### src/rtl/mem_stage_pkg.sv
// Shared types and defaults for the memory-access pipeline stage.
package mem_stage_pkg;

  localparam int unsigned RegIdxW         = 4;
  localparam int unsigned DefaultBaseAddr = 1024;

  typedef enum logic [0:0] {
    StIdle,
    StBusy
  } state_e;

endpackage

### src/rtl/mem_stage_data_memory.sv
// Word-addressed data memory: combinational read, synchronous write, range-checked byte address.
module mem_stage_data_memory #(
  parameter int unsigned N        = 32,
  parameter int unsigned Depth    = 64,
  parameter int unsigned BaseAddr = 1024
) (
  input  logic         clk_i,
  input  logic         we_i,
  input  logic [N-1:0] addr_i,
  input  logic [N-1:0] wdata_i,
  output logic [N-1:0] rdata_o,
  output logic         in_range_o
);

  localparam int unsigned IdxW = (Depth > 1) ? $clog2(Depth) : 1;

  logic [N-1:0]    mem_q [Depth];
  logic [N-1:0]    offset;
  logic [N-1:0]    word_idx;
  logic [IdxW-1:0] idx;

  // Wrap-around subtraction: addresses below the base become huge and fall out of range.
  always_comb begin
    offset     = addr_i - N'(BaseAddr);
    word_idx   = offset >> 2;
    in_range_o = (word_idx < N'(Depth));
    idx        = word_idx[IdxW-1:0];
    rdata_o    = in_range_o ? mem_q[idx] : '0;
  end

  // Contents deliberately survive reset.
  always_ff @(posedge clk_i) begin
    if (we_i && in_range_o) begin
      mem_q[idx] <= wdata_i;
    end
  end

endmodule

### src/rtl/mem_stage.sv
// Memory-access stage: wait-state FSM around the data memory, plus the MEM/WB pipeline register.
module mem_stage
  import mem_stage_pkg::*;
#(
  parameter int unsigned N           = 32,
  parameter int unsigned DEPTH       = 64,
  parameter int unsigned BASE_ADDR   = DefaultBaseAddr,
  parameter int unsigned WAIT_CYCLES = 2
) (
  input  logic               clk,
  input  logic               rst,
  input  logic               WB_ENIn,
  input  logic               MEM_R_ENIn,
  input  logic               MEM_W_ENIn,
  input  logic [N-1:0]       ALU_ResIn,
  input  logic [N-1:0]       Val_RmIn,
  input  logic [RegIdxW-1:0] WB_DestIn,
  output logic [N-1:0]       ALU_ResOut,
  output logic [N-1:0]       DataMemoryOut,
  output logic               MEM_R_ENOut,
  output logic               WB_ENOut,
  output logic [RegIdxW-1:0] WB_DestOut,
  output logic               ready
);

  localparam int unsigned CntW = (WAIT_CYCLES > 1) ? $clog2(WAIT_CYCLES) : 1;

  state_e            state_q, state_d;
  logic [CntW-1:0]   cnt_q, cnt_d;
  logic              req;
  logic              mem_we;
  logic [N-1:0]      mem_rdata;
  logic              mem_in_range;

  logic [N-1:0]       alu_res_q, alu_res_d;
  logic [N-1:0]       dmem_q, dmem_d;
  logic               mem_r_en_q, mem_r_en_d;
  logic               wb_en_q, wb_en_d;
  logic [RegIdxW-1:0] wb_dest_q, wb_dest_d;

  assign req = MEM_R_ENIn | MEM_W_ENIn;

  always_comb begin
    state_d = state_q;
    cnt_d   = cnt_q;
    ready   = 1'b1;
    unique case (state_q)
      StIdle: begin
        if (req && (WAIT_CYCLES != 0)) begin
          ready   = 1'b0;
          state_d = StBusy;
          cnt_d   = CntW'(WAIT_CYCLES - 1);
        end
      end
      StBusy: begin
        if (cnt_q == '0) begin
          ready   = 1'b1;
          state_d = StIdle;
        end else begin
          ready = 1'b0;
          cnt_d = cnt_q - 1'b1;
        end
      end
      default: state_d = StIdle;
    endcase
  end

  // Store commits only on the completing edge; reset gating matters for zero-wait builds.
  assign mem_we = MEM_W_ENIn & ready & rst;

  mem_stage_data_memory #(
    .N        (N),
    .Depth    (DEPTH),
    .BaseAddr (BASE_ADDR)
  ) u_data_memory (
    .clk_i      (clk),
    .we_i       (mem_we),
    .addr_i     (ALU_ResIn),
    .wdata_i    (Val_RmIn),
    .rdata_o    (mem_rdata),
    .in_range_o (mem_in_range)
  );

  // Stall edges load a bubble so write-back never sees an instruction twice.
  always_comb begin
    alu_res_d  = '0;
    dmem_d     = '0;
    mem_r_en_d = 1'b0;
    wb_en_d    = 1'b0;
    wb_dest_d  = '0;
    if (ready) begin
      alu_res_d  = ALU_ResIn;
      dmem_d     = (MEM_R_ENIn && !MEM_W_ENIn && mem_in_range) ? mem_rdata : '0;
      mem_r_en_d = MEM_R_ENIn;
      wb_en_d    = WB_ENIn;
      wb_dest_d  = WB_DestIn;
    end
  end

  always_ff @(posedge clk or negedge rst) begin
    if (!rst) begin
      state_q    <= StIdle;
      cnt_q      <= '0;
      alu_res_q  <= '0;
      dmem_q     <= '0;
      mem_r_en_q <= 1'b0;
      wb_en_q    <= 1'b0;
      wb_dest_q  <= '0;
    end else begin
      state_q    <= state_d;
      cnt_q      <= cnt_d;
      alu_res_q  <= alu_res_d;
      dmem_q     <= dmem_d;
      mem_r_en_q <= mem_r_en_d;
      wb_en_q    <= wb_en_d;
      wb_dest_q  <= wb_dest_d;
    end
  end

  assign ALU_ResOut    = alu_res_q;
  assign DataMemoryOut = dmem_q;
  assign MEM_R_ENOut   = mem_r_en_q;
  assign WB_ENOut      = wb_en_q;
  assign WB_DestOut    = wb_dest_q;

endmodule

### config.mk
export PLATFORM = sky130hd
export DESIGN_NAME = mem_stage
export DESIGN_NICKNAME = d
export VERILOG_FILES = /design/src/rtl/mem_stage_pkg.sv /design/src/rtl/mem_stage_data_memory.sv /design/src/rtl/mem_stage.sv
export SDC_FILE = /design/constraint.sdc
export NUM_CORES = 2
export LEC_CHECK = 0
export CORE_MARGIN = 3
export CORE_UTILIZATION = 46
export DETAILED_ROUTE_END_ITERATION = 10
export SKIP_CTS_REPAIR_TIMING = 1
export SLEW_MARGIN = 40
export SYNTH_ARGS = -nofsm -noshare
export SYNTH_HDL_FRONTEND = slang
export SYNTH_HIERARCHICAL = 1
export SYNTH_SLANG_ARGS = --single-unit
export TNS_END_PERCENT = 1
### constraint.sdc
create_clock -name clk -period 4.1 [get_ports clk]
set_input_delay 1.23 -clock clk [delete_from_list [all_inputs] [get_ports clk]]
set_output_delay 1.23 -clock clk [all_outputs]
set_load 0.02 [all_outputs]
==> metrics <==
status=finished clean; number of buffers on the longest clock path=3; worst hold path class=primary input to asynchronous set/reset pin; vias in the first global route=46179; die width=428 um; final setup violation count=0; initial standard-cell utilization of the core=0.464; post-DP HPWL=181 mm; ports placed on the boundary=between 100 and 150; Filler cells=roughly 14000; Post-synth EDFFs=roughly 2000; kind of cell with the highest combined delay on the critical path=buffers and inverters; drt wl/cell=37.1 um; critical setup path kind=primary input to output port; MaxCap Viol Count=0; final design utilization=0.558; Mapped Area=around 80000 um^2; total routed wirelength=277 mm; most common cell after layout, fill and taps aside=sky130_fd_sc_hd__edfxtp_1; Overall Global Routing Usage=0.302; largest incremental delay on the critical path=0.61 ns; y dimension of the die=between 400 and 500 um; TritonCTS clock tree=yes; Warnings, synthesis=6; wire length of the first global-routing pass=380 mm; cell with the largest stage delay on the worst path=sky130_fd_sc_hd__clkdlybuf4s50_1; later-pin clock latency in the skew report=0.86 ns; FFs w/ async S/R, synth=0.0340; number of buffers added on ports=between 100 and 150; #FFs+latches synth=2120; Placer Congestion=0.991; number of vias per cell after detailed routing=~6.4; cell type with the highest occurrence count on the critical path=sky130_fd_sc_hd__clkdlybuf4s50_1; area of the core=176000 um^2; synthesized instance count=~4200; Clk Tree Root Cell=sky130_fd_sc_hd__clkbuf_16; unrepaired setup endpoints after global routing=false; Post-synth top flop=sky130_fd_sc_hd__edfxtp_1; average cell area after synthesis=19.3 um^2; skew final=0.0517 ns; buffers and inverters on the worst path=2; distinct cell type count of the synthesized netlist=77; remaining number of nets flagged by the antenna check after routing=0; final slew viol count=0; overflow left after global routing=0; CTS Buf Count=212; post-detailed-route DRC marker count=0; total number of clock tree sinks=approximately 2100; worst-path cell chain=clkdlybuf4s50_1 -> or3_4 -> nand2_1 -> clkdlybuf4s50_1; actual slew at the worst max-slew pin=around 0.92 ns; H-tree level count=4; synthesized netlist net count=4322; commonest non-fill, non-tap cells in the layout=sky130_fd_sc_hd__edfxtp_1 (2048), sky130_fd_sc_hd__buf_4 (448), sky130_fd_sc_hd__o22ai_1 (242); leakage=roughly 32 nW; clock transition at the registers of the reported paths=0.06 ns; area added between synthesis and finish=20.5%; pre-CTS setup slack=-0.360 ns; power per standard cell area=between 400 and 500 nW/um^2; number of antenna violations at the first check in global routing=22; number of hold violations in the final report=0; critical path peak fanout=3; largest net degree at the start of global routing=72; Pre-Repair DR Iteration Count=6; number of nets at the end of the flow=between 5000 and 6000; via count=47971; number of violations reported at the end of detailed-routing iteration 0=7479; final worst path period need=4.00 ns; worst-case headroom to the max-slew limit=0.380; Final Cycle Share=0.976; FMAX=0.250 GHz; site row count=between 150 and 200; fin worst setup slack=0.100 ns; startpoint types=primary input; data arrival time of the critical path=2.77 ns; Crit path required time=2.87 ns; peak supply drop=around 0.00048 V; share of the yosys chip area belonging to registers=0.774; layout cells sized above 1=0.281; die area=183000 um^2; crit end category=output port
==> flip-flops by register name (all words and copies together) (netlist names) <==
signal,flops
ALU_ResOut,32
WB_DestOut,4
cnt_q,1
WB_ENOut,1
MEM_R_ENOut,1
state_q,1
u_data_memory/mem_q,2048
DataMemoryOut,32
==> cell usage after synthesis (all sizes together), types with 26 or more instances <==
cell type  number  area (um^2)
edfxtp       2048        61500
o22ai         242         1510
buf           228         1680
mux4          227         5270
nor2          194          728
mux2          183         2060
nand2         158          598
mux2i         151         1510
o221ai        143         1260
a21oi         100          500
o21ai          93          465
dfrtp          72         1800
clkbuf         58          249
nor4           58          375
a22oi          46          345
a21boi         37          315
a221oi         26          228
==> per-layer routing <==
| layer | up-vias | GRT usage | wire [um] |
|---|---|---|---|
| met1 | 25274 | 0.425 | 107000 |
| li1 | 19047 | - | - |
| met2 | 3090 | 0.449 | 124000 |
| met3 | 558 | 0.0664 | 30600 |
| met4 | 2 | 0.146 | 15000 |
| met5 | - | 0 | 9 |
==> metrics by stage <==
| step | std cells | setup TNS [ns] | total power [mW] | cell area, um^2 | hold WS, ns |
|---|---|---|---|---|---|
| 6_report | 7473 | 0 | 46.9 | 98600 | 0.450 |
| 5_1_grt | 7458 | 0 | 48.1 | 98500 | 0.454 |
| 3_5_place_dp | 7065 | -19.16 | 27.9 | 91600 | 0.512 |
| 2_1_floorplan | 4249 | -443.99 | 25.9 | 81800 | 0.428 |
| 3_3_place_gp | 7062 | -44.45 | 27.9 | 91500 | 0.505 |
| 4_1_cts | 7458 | 0 | 47.1 | 98500 | 0.409 |
==> logic make-up after synthesis <==
family	after synthesis	synth area share
flops	2120	0.774
compound gates	791	0.0676
mux	561	0.108
simple gates	482	0.0265
buf+inv	295	0.0242
==> final timing paths <==
| path | start | to | slack (ns) | cells after the start |
|---|---|---|---|---|
| worst min-delay path | rst | state_q$_DFF_PN0_ | 0.45 | 2 |
| worst max register to register | u_data_memory/mem_q[13][22]$_DFFE_PP_ | DataMemoryOut[22]$_DFF_PN0_ | 1.08 | 9 |
| max in group asynchronous | rst | ALU_ResOut[1]$_DFF_PN0_ | 2.67 | 3 |
| worst min register to register | state_q$_DFF_PN0_ | cnt_q$_DFFE_PN0P_ | 0.53 | 1 |
| min in group clk | state_q$_DFF_PN0_ | cnt_q$_DFFE_PN0P_ | 0.53 | 1 |
| worst max-delay path | MEM_R_ENIn | ready | 0.10 | 4 |
==> final cells by class <==
cell class              count  area, um^2  share of cell area
diodes                     15        37.5            0.000381
clock buffers             266        5590              0.0567
clock inverters           127        1330              0.0135
inverters                   5        27.5            0.000279
multi-input cells        1834       17100               0.173
flip-flops and latches   2120       63300               0.642
well taps                2340        2930              0.0297
repair buffers            766        8260              0.0838
==> report_power, final <==
part	leakage [nW]	internal, mW	switching, mW
Sequential	19.4	23.9	0.0421
Clock	3.35	11.1	8.33
Combinational	9.51	1.26	2.36
Total	32.2	36.2	10.7
Power figures use the tool's default switching activity.
